### config.mk
export PLATFORM = sky130hd
export DESIGN_NAME = core_ldst_router
export DESIGN_NICKNAME = d
export VERILOG_FILES = /design/src/rtl/core_ldst_router.sv
export SDC_FILE = /design/constraint.sdc
export NUM_CORES = 1
export LEC_CHECK = 0
export BUFFER_PORTS_ARGS = -buffer_cell sky130_fd_sc_hd__buf_4
export CAP_MARGIN = 40
export CORE_AREA = 2 2 156 158
export CTS_CLUSTER_SIZE = 24
export DETAILED_ROUTE_END_ITERATION = 12
export DIE_AREA = 0 0 158 160
export GPL_TIMING_DRIVEN = 0
export PLACE_DENSITY_LB_ADDON = 0.05
export SETUP_SLACK_MARGIN = 0.02
export SLEW_MARGIN = 20
export SYNTH_ARGS = -nofsm -noshare
export SYNTH_HDL_FRONTEND = slang
export SYNTH_SLANG_ARGS = --single-unit
### constraint.sdc
create_clock -name iCLOCK -period 5.63 [get_ports iCLOCK]
set_input_delay 0.8445 -clock iCLOCK [delete_from_list [all_inputs] [get_ports iCLOCK]]
set_output_delay 0.8445 -clock iCLOCK [all_outputs]
set_load 0.005 [all_outputs]
### src/rtl/core_ldst_router.sv
// core_ldst_router: steers each core load/store to the data-memory bus or the IO bus
// and returns the single outstanding response to the core as one registered completion.
module core_ldst_router (
    input  logic        iCLOCK,
    input  logic        iRESET_SYNC,
    input  logic        iIO_STARTADDR_VALID,
    input  logic [31:0] iIO_STARTADDR,
    input  logic        iLDST_REQ,
    output logic        oLDST_BUSY,
    input  logic [1:0]  iLDST_ORDER,
    input  logic        iLDST_RW,
    input  logic [13:0] iLDST_TID,
    input  logic [1:0]  iLDST_MMUMOD,
    input  logic [31:0] iLDST_PDT,
    input  logic [31:0] iLDST_ADDR,
    input  logic [31:0] iLDST_DATA,
    output logic        oLDST_VALID,
    output logic        oLDST_PAGEFAULT,
    output logic [31:0] oLDST_DATA,
    output logic        oDATA_REQ,
    input  logic        iDATA_LOCK,
    output logic [13:0] oDATA_TID,
    output logic [1:0]  oDATA_MMUMOD,
    output logic [31:0] oDATA_PDT,
    input  logic        iDATA_VALID,
    input  logic        iDATA_PAGEFAULT,
    input  logic [63:0] iDATA_DATA,
    output logic        oIO_REQ,
    input  logic        iIO_BUSY,
    input  logic        iIO_VALID,
    input  logic [31:0] iIO_DATA,
    output logic [1:0]  oOUT_ORDER,
    output logic        oOUT_RW,
    output logic [31:0] oOUT_ADDR,
    output logic [31:0] oOUT_DATA
);

    // state     | meaning
    // IDLE      | nothing outstanding, a request may be accepted
    // DATA_WAIT | data-memory request issued, waiting for iDATA_VALID
    // IO_WAIT   | IO request issued, waiting for iIO_VALID
    typedef enum logic [1:0] {
        IDLE      = 2'd0,
        DATA_WAIT = 2'd1,
        IO_WAIT   = 2'd2
    } state_t;

    state_t      state;
    state_t      state_next;
    logic [31:0] startaddr;
    logic        startaddr_valid;
    logic        addr_bit2;
    logic        target_io;
    logic        accept;

    assign target_io = (iLDST_ADDR >= startaddr);

    // Shared request fields go to both buses unconditionally; only the strobes are steered.
    assign oOUT_ORDER   = iLDST_ORDER;
    assign oOUT_RW      = iLDST_RW;
    assign oOUT_ADDR    = iLDST_ADDR;
    assign oOUT_DATA    = iLDST_DATA;
    assign oDATA_TID    = iLDST_TID;
    assign oDATA_MMUMOD = iLDST_MMUMOD;
    assign oDATA_PDT    = iLDST_PDT;

    always_ff @(posedge iCLOCK) begin
        if (iRESET_SYNC) begin
            state <= IDLE;
        end else begin
            state <= state_next;
        end
    end

    always_comb begin
        state_next = state;
        case (state)
            IDLE: begin
                if (accept) begin
                    state_next = target_io ? IO_WAIT : DATA_WAIT;
                end
            end
            DATA_WAIT: begin
                if (iDATA_VALID) begin
                    state_next = IDLE;
                end
            end
            IO_WAIT: begin
                if (iIO_VALID) begin
                    state_next = IDLE;
                end
            end
            default: state_next = IDLE;
        endcase
    end

    always_comb begin
        oLDST_BUSY = !startaddr_valid || (state != IDLE) ||
                     (!target_io && iDATA_LOCK) || (target_io && iIO_BUSY);
        accept     = (state == IDLE) && iLDST_REQ && !oLDST_BUSY;
        oDATA_REQ  = accept && !target_io;
        oIO_REQ    = accept && target_io;
    end

    always_ff @(posedge iCLOCK) begin
        if (iRESET_SYNC) begin
            startaddr       <= 32'h0;
            startaddr_valid <= 1'b0;
        end else if (iIO_STARTADDR_VALID) begin
            startaddr       <= iIO_STARTADDR;
            startaddr_valid <= 1'b1;
        end
    end

    // Completion is registered; the non-waiting side's valid is ignored by construction.
    always_ff @(posedge iCLOCK) begin
        if (iRESET_SYNC) begin
            oLDST_VALID     <= 1'b0;
            oLDST_PAGEFAULT <= 1'b0;
            oLDST_DATA      <= 32'h0;
            addr_bit2       <= 1'b0;
        end else begin
            oLDST_VALID <= 1'b0;
            if (accept) begin
                addr_bit2 <= iLDST_ADDR[2];
            end
            if ((state == DATA_WAIT) && iDATA_VALID) begin
                oLDST_VALID     <= 1'b1;
                oLDST_PAGEFAULT <= iDATA_PAGEFAULT;
                oLDST_DATA      <= addr_bit2 ? iDATA_DATA[63:32] : iDATA_DATA[31:0];
            end else if ((state == IO_WAIT) && iIO_VALID) begin
                oLDST_VALID     <= 1'b1;
                oLDST_PAGEFAULT <= 1'b0;
                oLDST_DATA      <= iIO_DATA;
            end
        end
    end

endmodule

==> metrics, run 1 <==
status finished, final reports clean; sink of the worst hold path startaddr_valid; die area 25,300 um2; io pins 404; TritonCTS clock tree built; synth top area cells dfxtp_1, buf_4, mux2i_1; crit end category output port; EDFF count, synth 0; HP Start startaddr_valid; Hold Crit Depth 2; CTS clk-pin slew, worst paths 0.06 ns; Buf/Inv on CP 2; most frequent CP cell buf_4; setup bufs post-CTS 0; Detailed Route Iter0 Violations 148; Most Crowded Layer GR met2; post-CTS sizing 0; Hold Path Class flop to flop; CP startpoint kind primary input; critical path's top delay family compound AO/OA/AOI/OAI gates; Synth Instances 576; Register-to-Register Setup Slack 3.33 ns; first-pass GRT wire length 24.7 mm; final instance area 7960 um2; drt total wl 16.8 mm; Fin. Hold Viols 0; Pins Over Slew Limit 0; Core Region 23,800 um2; worst ir drop on vdd 0.000121 V; die width 158 um; P per Cell Area 204 nW/um2; Crit Path Class primary input to output port; Worst EP required 4.79 ns; Top FF cell, synth dfxtp_1; crit-path max FO 5; CTS Sinks 70; period utilization 0.648; Routed Antenna Nets 0; Crit path largest cell delay 0.32 ns; largest net degree at the start of global routing 13; Synth Register Bits 70; Cell Area, Synth 4790 um2; fin util 0.334; Hold Slack 0.468 ns; syn nets 860; Initial Utilization 0.201; fraction of registers with async set/reset 0; CP max-delay cell ha_1; antenna violations before repair 0; worst slew pin tran 0.621 ns; drt wl/cell 13.6 um; # hold bufs at CTS 0; RSZ-0062 raised after global routing no; max frequency 0.274 GHz; RR Startpoint startaddr[2]; post-DR vias/cell 3.82; Cell Chain, Critical Path buf_4 -> ha_1 -> a211oi_2 -> o21ai_1 -> a41oi_1 -> o21ai_0 -> a21oi_4 -> mux2i_1 -> nand2_1 -> buf_4; number of global-route vias before repair 4,562; largest area contributor in the netlist dfxtp_1; CTS Root Cell clkbuf_16; sequential area share after synthesis 0.292; synth unique cells 35; DRC 0; worst-skew pair later-pin latency 0.34 ns; Final min period 3.65 ns; CP arrival 2.80 ns; gp weighted congestion 0.689; H-tree depth 3; Sum Neg Setup Slack 0 ns; max cap viols 0; CTS Buffer Depth 2; placed instance area 7590 um2; DP HPWL 14.0 mm; met3 Use GR 0.0491; Setup Skew 0.00568 ns; normalized max-slew margin 0.586; worst r2r dst addr_bit2; Setup violations, final 0; Synth top area share 0.292; Diodes inserted 0; cts bufs inserted 9; Tot GR Track Use 0.127; met2 Use GR 0.200; Cell Rows 57; most frequent cell after synthesis buf_4; Final nets 1,189; total grt overflow 0; Port Buffer Count 318; met1 Use GR 0.159; via count 4,711; layout cells sized above 1 0.520; Yosys warning count 0; Worst Reg-to-Reg Cells 9; most instantiated cells after synthesis buf_4, nor2_1, dfxtp_1; First-pass DRT Iterations 4; Leakage 3.88 nW; Layout Area Growth over Synthesis 66.0%; Die Ht 160 um; syn_area_per_cell 8.32 um2
==> cells in the final DEF, fill, tap and decap left out, types with 2 or more instances in the layout <==
cell type,count
a21o_1,2
and4_1,3
nand2_1,10
bufinv_16,4
buf_2,13
nand2b_1,3
o21ai_0,5
dfxtp_1,70
nand4_1,2
nor2b_1,2
clkbuf_16,9
o21ai_1,2
ha_1,32
buf_4,433
clkbuf_1,15
nor3b_1,2
buf_1,2
a21oi_2,3
inv_1,33
mux2i_1,67
a211oi_1,33
nor2_1,106
a21oi_1,42
==> final cells by class <==
cell class                      instances  area [um2]
Clock inverter                          6         133
Buffer                                145         992
Multi-Input combinational cell        328        2280
Timing Repair Buffer                  318        2390
Clock buffer                           10         239
Tap cell                              324         405
Fill cell                            2611       15900
Sequential cell                        70        1400
Inverter                               33         124
==> registers in the layout (all words and copies together) (netlist names) <==
name,cells
oLDST_PAGEFAULT,1
oLDST_VALID,1
oLDST_DATA,32
state,2
addr_bit2,1
startaddr_valid,1
startaddr,32
==> layer usage <==
metal / vias to the layer above / part of all wire
met1: 2021 / 0.42
met5: - / 0
li1: 2487 / -
met4: 0 / 0.011
met2: 193 / 0.46
met3: 10 / 0.11
==> how the worst max path moves through the flow <==
stage | from | end | slack (ns) | depth (start not counted)
4_1_cts | iLDST_ADDR[2] | oLDST_BUSY | 1.96 | 10
5_1_grt | iLDST_ADDR[2] | oLDST_BUSY | 1.82 | 10
3_5_place_dp | iLDST_ADDR[2] | oLDST_BUSY | 1.96 | 10
3_3_place_gp | iLDST_ADDR[2] | oLDST_BUSY | 1.94 | 10
6_report | iLDST_ADDR[2] | oLDST_BUSY | 1.98 | 10
2_1_floorplan | iLDST_ADDR[19] | oLDST_BUSY | 2.54 | 8
==> kinds of logic after synthesis <==
family,share of synthesized area
DFF,0.292
adders and majority gates,0.0835
buffers and inverters,0.233
muxes,0.140
and+or+nand+nor,0.117
AOI/OAI and AO/OA,0.134
==> worst min-delay path: stages (launching register included) <==
cell and delay, ns:
dfxtp_1 0.33, nor2_1 0.04, nor2_1 0.07
==> per-stage QoR <==
step           power [mW]  cells  worst slack (ns)
3_3_place_gp        0.923   1218              1.94
5_1_grt              1.72   1234              1.82
6_report             1.63   1234              1.98
3_5_place_dp        0.923   1218              1.96
2_1_floorplan       0.721    576              2.54
4_1_cts              1.66   1234              1.96
==> power breakdown <==
group	leakage, nW	switching (mW)	internal [mW]
Sequential	0.571	0.00894	0.514
Combinational	3.13	0.141	0.240
Clock	0.179	0.232	0.489
Total	3.88	0.382	1.24
(Power assumes the default switching activity.)
==> run 2: changes to the inputs <==
--- a/config.mk
+++ b/config.mk
@@ -7,10 +7,10 @@
 export LEC_CHECK = 0
 export BUFFER_PORTS_ARGS = -buffer_cell sky130_fd_sc_hd__buf_4
 export CAP_MARGIN = 40
-export CORE_AREA = 2 2 156 158
+export CORE_AREA = 2 2 159 161
 export CTS_CLUSTER_SIZE = 24
 export DETAILED_ROUTE_END_ITERATION = 12
-export DIE_AREA = 0 0 158 160
+export DIE_AREA = 0 0 161 163
 export GPL_TIMING_DRIVEN = 0
 export PLACE_DENSITY_LB_ADDON = 0.05
 export SETUP_SLACK_MARGIN = 0.02
==> constraint.sdc (replaced) <==
create_clock -name iCLOCK -period 3.3 [get_ports iCLOCK]
set_input_delay 0.495 -clock iCLOCK [delete_from_list [all_inputs] [get_ports iCLOCK]]
set_output_delay 0.495 -clock iCLOCK [all_outputs]
set_load 0.005 [all_outputs]
==> run 2 against run 1 <==
Against the previous run: combinational power is 71% higher; total power is 50% higher; utilization is 1.6 points lower; design area is 1.3% lower; non-clock buffer count stayed put; critical path type is now flop to output port; highest routed layer unchanged.
==> metrics, run 2 (synthesis gave the netlist of run 1 again) <==
status finished, final reports clean; P per Cell Area 311 nW/um2 (+52%); CP arrival 2.49 ns (-0.31 ns); Tot GR Track Use 0.126 (-0.000807); post-DR vias/cell 3.84 (+0.47%); antenna violations before repair 0 (unchanged); die area 26,200 um2 (+3.8%); crit-path max FO 5 (unchanged); dpl ws 0.298 ns (-1.66 ns); layout cells sized above 1 0.514 (-0.00549); Leakage 3.83 nW (-1.3%); Port Buffer Count 318 (unchanged); RSZ-0062 raised after global routing no; TritonCTS clock tree built; HP Start iIO_STARTADDR[11]; cts bufs inserted 9 (unchanged); fin util 0.318 (-0.0157); Diodes inserted 0 (unchanged); Setup Skew 0.00715 ns (+0.00147 ns); setup ws final 0.314 ns (-1.67 ns); normalized max-slew margin 0.578 (-0.00799); CTS Buffer Depth 2 (unchanged); Layout Area Growth over Synthesis 63.9%; total grt overflow 0 (unchanged); final instance area 7860 um2 (-1.3%); # hold bufs at CTS 0 (unchanged); gp weighted congestion 0.699 (+1.5%); Final min period 2.99 ns; Crit Path Class flop to output port; Fin. Hold Viols 0 (unchanged); Pins Over Slew Limit 0 (unchanged); Final nets 1,189 (unchanged); CTS Root Cell clkbuf_16; H-tree depth 3 (unchanged); Setup violations, final 0 (unchanged); Cell Rows 58 (+1.8%); Worst EP required 2.80 ns (-1.99 ns); RR Startpoint startaddr[2]; first-pass GRT wire length 25.5 mm (+3.0%); Hold Slack 0.397 ns (-0.0713 ns); most frequent cells in the layout buf_4, nor2_1, dfxtp_1; Initial Utilization 0.194 (-0.00696); CP startpoint kind flop; die width 161 um (+1.9%); First-pass DRT Iterations 6 (+2); drt wl/cell 13.8 um (+0.98%); Worst Setup SP startaddr[2]; Core Region 24,700 um2 (+3.6%); Die Ht 163 um (+1.9%); most common cell after layout, fill and taps aside buf_4; CTS Sinks 70 (unchanged); crit end category output port; io pins 404 (unchanged); largest net degree at the start of global routing 11 (-2); worst-skew pair later-pin latency 0.33 ns (about the same); number of global-route vias before repair 4,673 (+2.4%); Sum Neg Setup Slack 0 ns (unchanged); max frequency 0.335 GHz; Routed Antenna Nets 0 (unchanged); setup bufs post-CTS 0 (unchanged); via count 4,756 (+0.96%); DRC 0 (unchanged); worst slew pin tran 0.632 ns (+0.0120 ns); post-CTS sizing 0 (unchanged); Detailed Route Iter0 Violations 114 (-23%); DP HPWL 14.2 mm (+1.1%); worst ir drop on vdd 0.000157 V (+29%); max cap viols 0 (unchanged); period utilization 0.905; fillcell total 2,699 (+3.4%); Hold Path Class primary input to flop; placed instance area 7590 um2 (about the same); drt total wl 17.1 mm (+1.5%); CTS clk-pin slew, worst paths 0.06 ns (about the same); biggest registers after layout oLDST_DATA (32), startaddr (32), state (2)
## run 2: cell count changes in the layout (fill, tap and decap cells not counted)
| cell | change |
|---|---|
| clkbuf_1 | +5 |
| clkinvlp_4 | -1 |
| bufinv_16 | -4 |
## run 2: layout make-up
type | instances | area [um2] | area share
plain buffers | 145 | 992 | 0.126
inverters | 33 | 124 | 0.0158
multi-input cells | 328 | 2280 | 0.290
clock buffers | 15 | 258 | 0.0328
repair buffers | 318 | 2390 | 0.304
clock inverters | 1 | 5.00 | 0.000637
well taps | 330 | 413 | 0.0525
flip-flops and latches | 70 | 1400 | 0.178
## run 2: stage by stage
| stage | total power [mW] | std cells |
|---|---|---|
| finish | 2.45 | 1240 |
| global route | 2.61 | 1240 |
| CTS | 2.51 | 1240 |
| detailed placement | 1.58 | 1224 |
| global placement | 1.58 | 1224 |
| floorplan | 1.23 | 576 |
## run 2: worst paths after layout
path	slack [ns]	endpoint	cells past startpoint
hold reg to reg	0.46	startaddr_valid	2
hold / removal	0.40	startaddr[11]	3
setup reg to reg	1.01	addr_bit2	9
setup / recovery	0.31	oLDST_BUSY	10
## run 2: routing by layer
layer / share of wire / wire (um) / global-route usage
met1: 0.42 / 7200 / 0.156
met2: 0.46 / 7930 / 0.203
met3: 0.10 / 1740 / 0.0458
met4: 0.012 / 203 / 0.0390
met5: 0 / 0 / 0
## run 2: where the power goes
group	switching, mW	internal, mW	leakage [nW]
sequential	0.0153	0.878	0.571
combinational	0.243	0.410	3.13
clock	0.370	0.530	0.128
## run 2: critical path, stage by stage (launching register included)
cell and delay [ns]:
dfxtp_1 0.32, inv_1 0.04, ha_1 0.29, a211oi_2 0.21
o21ai_1 0.09, a41oi_1 0.25, o21ai_0 0.23, a21oi_4 0.28
mux2i_1 0.21, nand2_1 0.07, buf_4 0.16
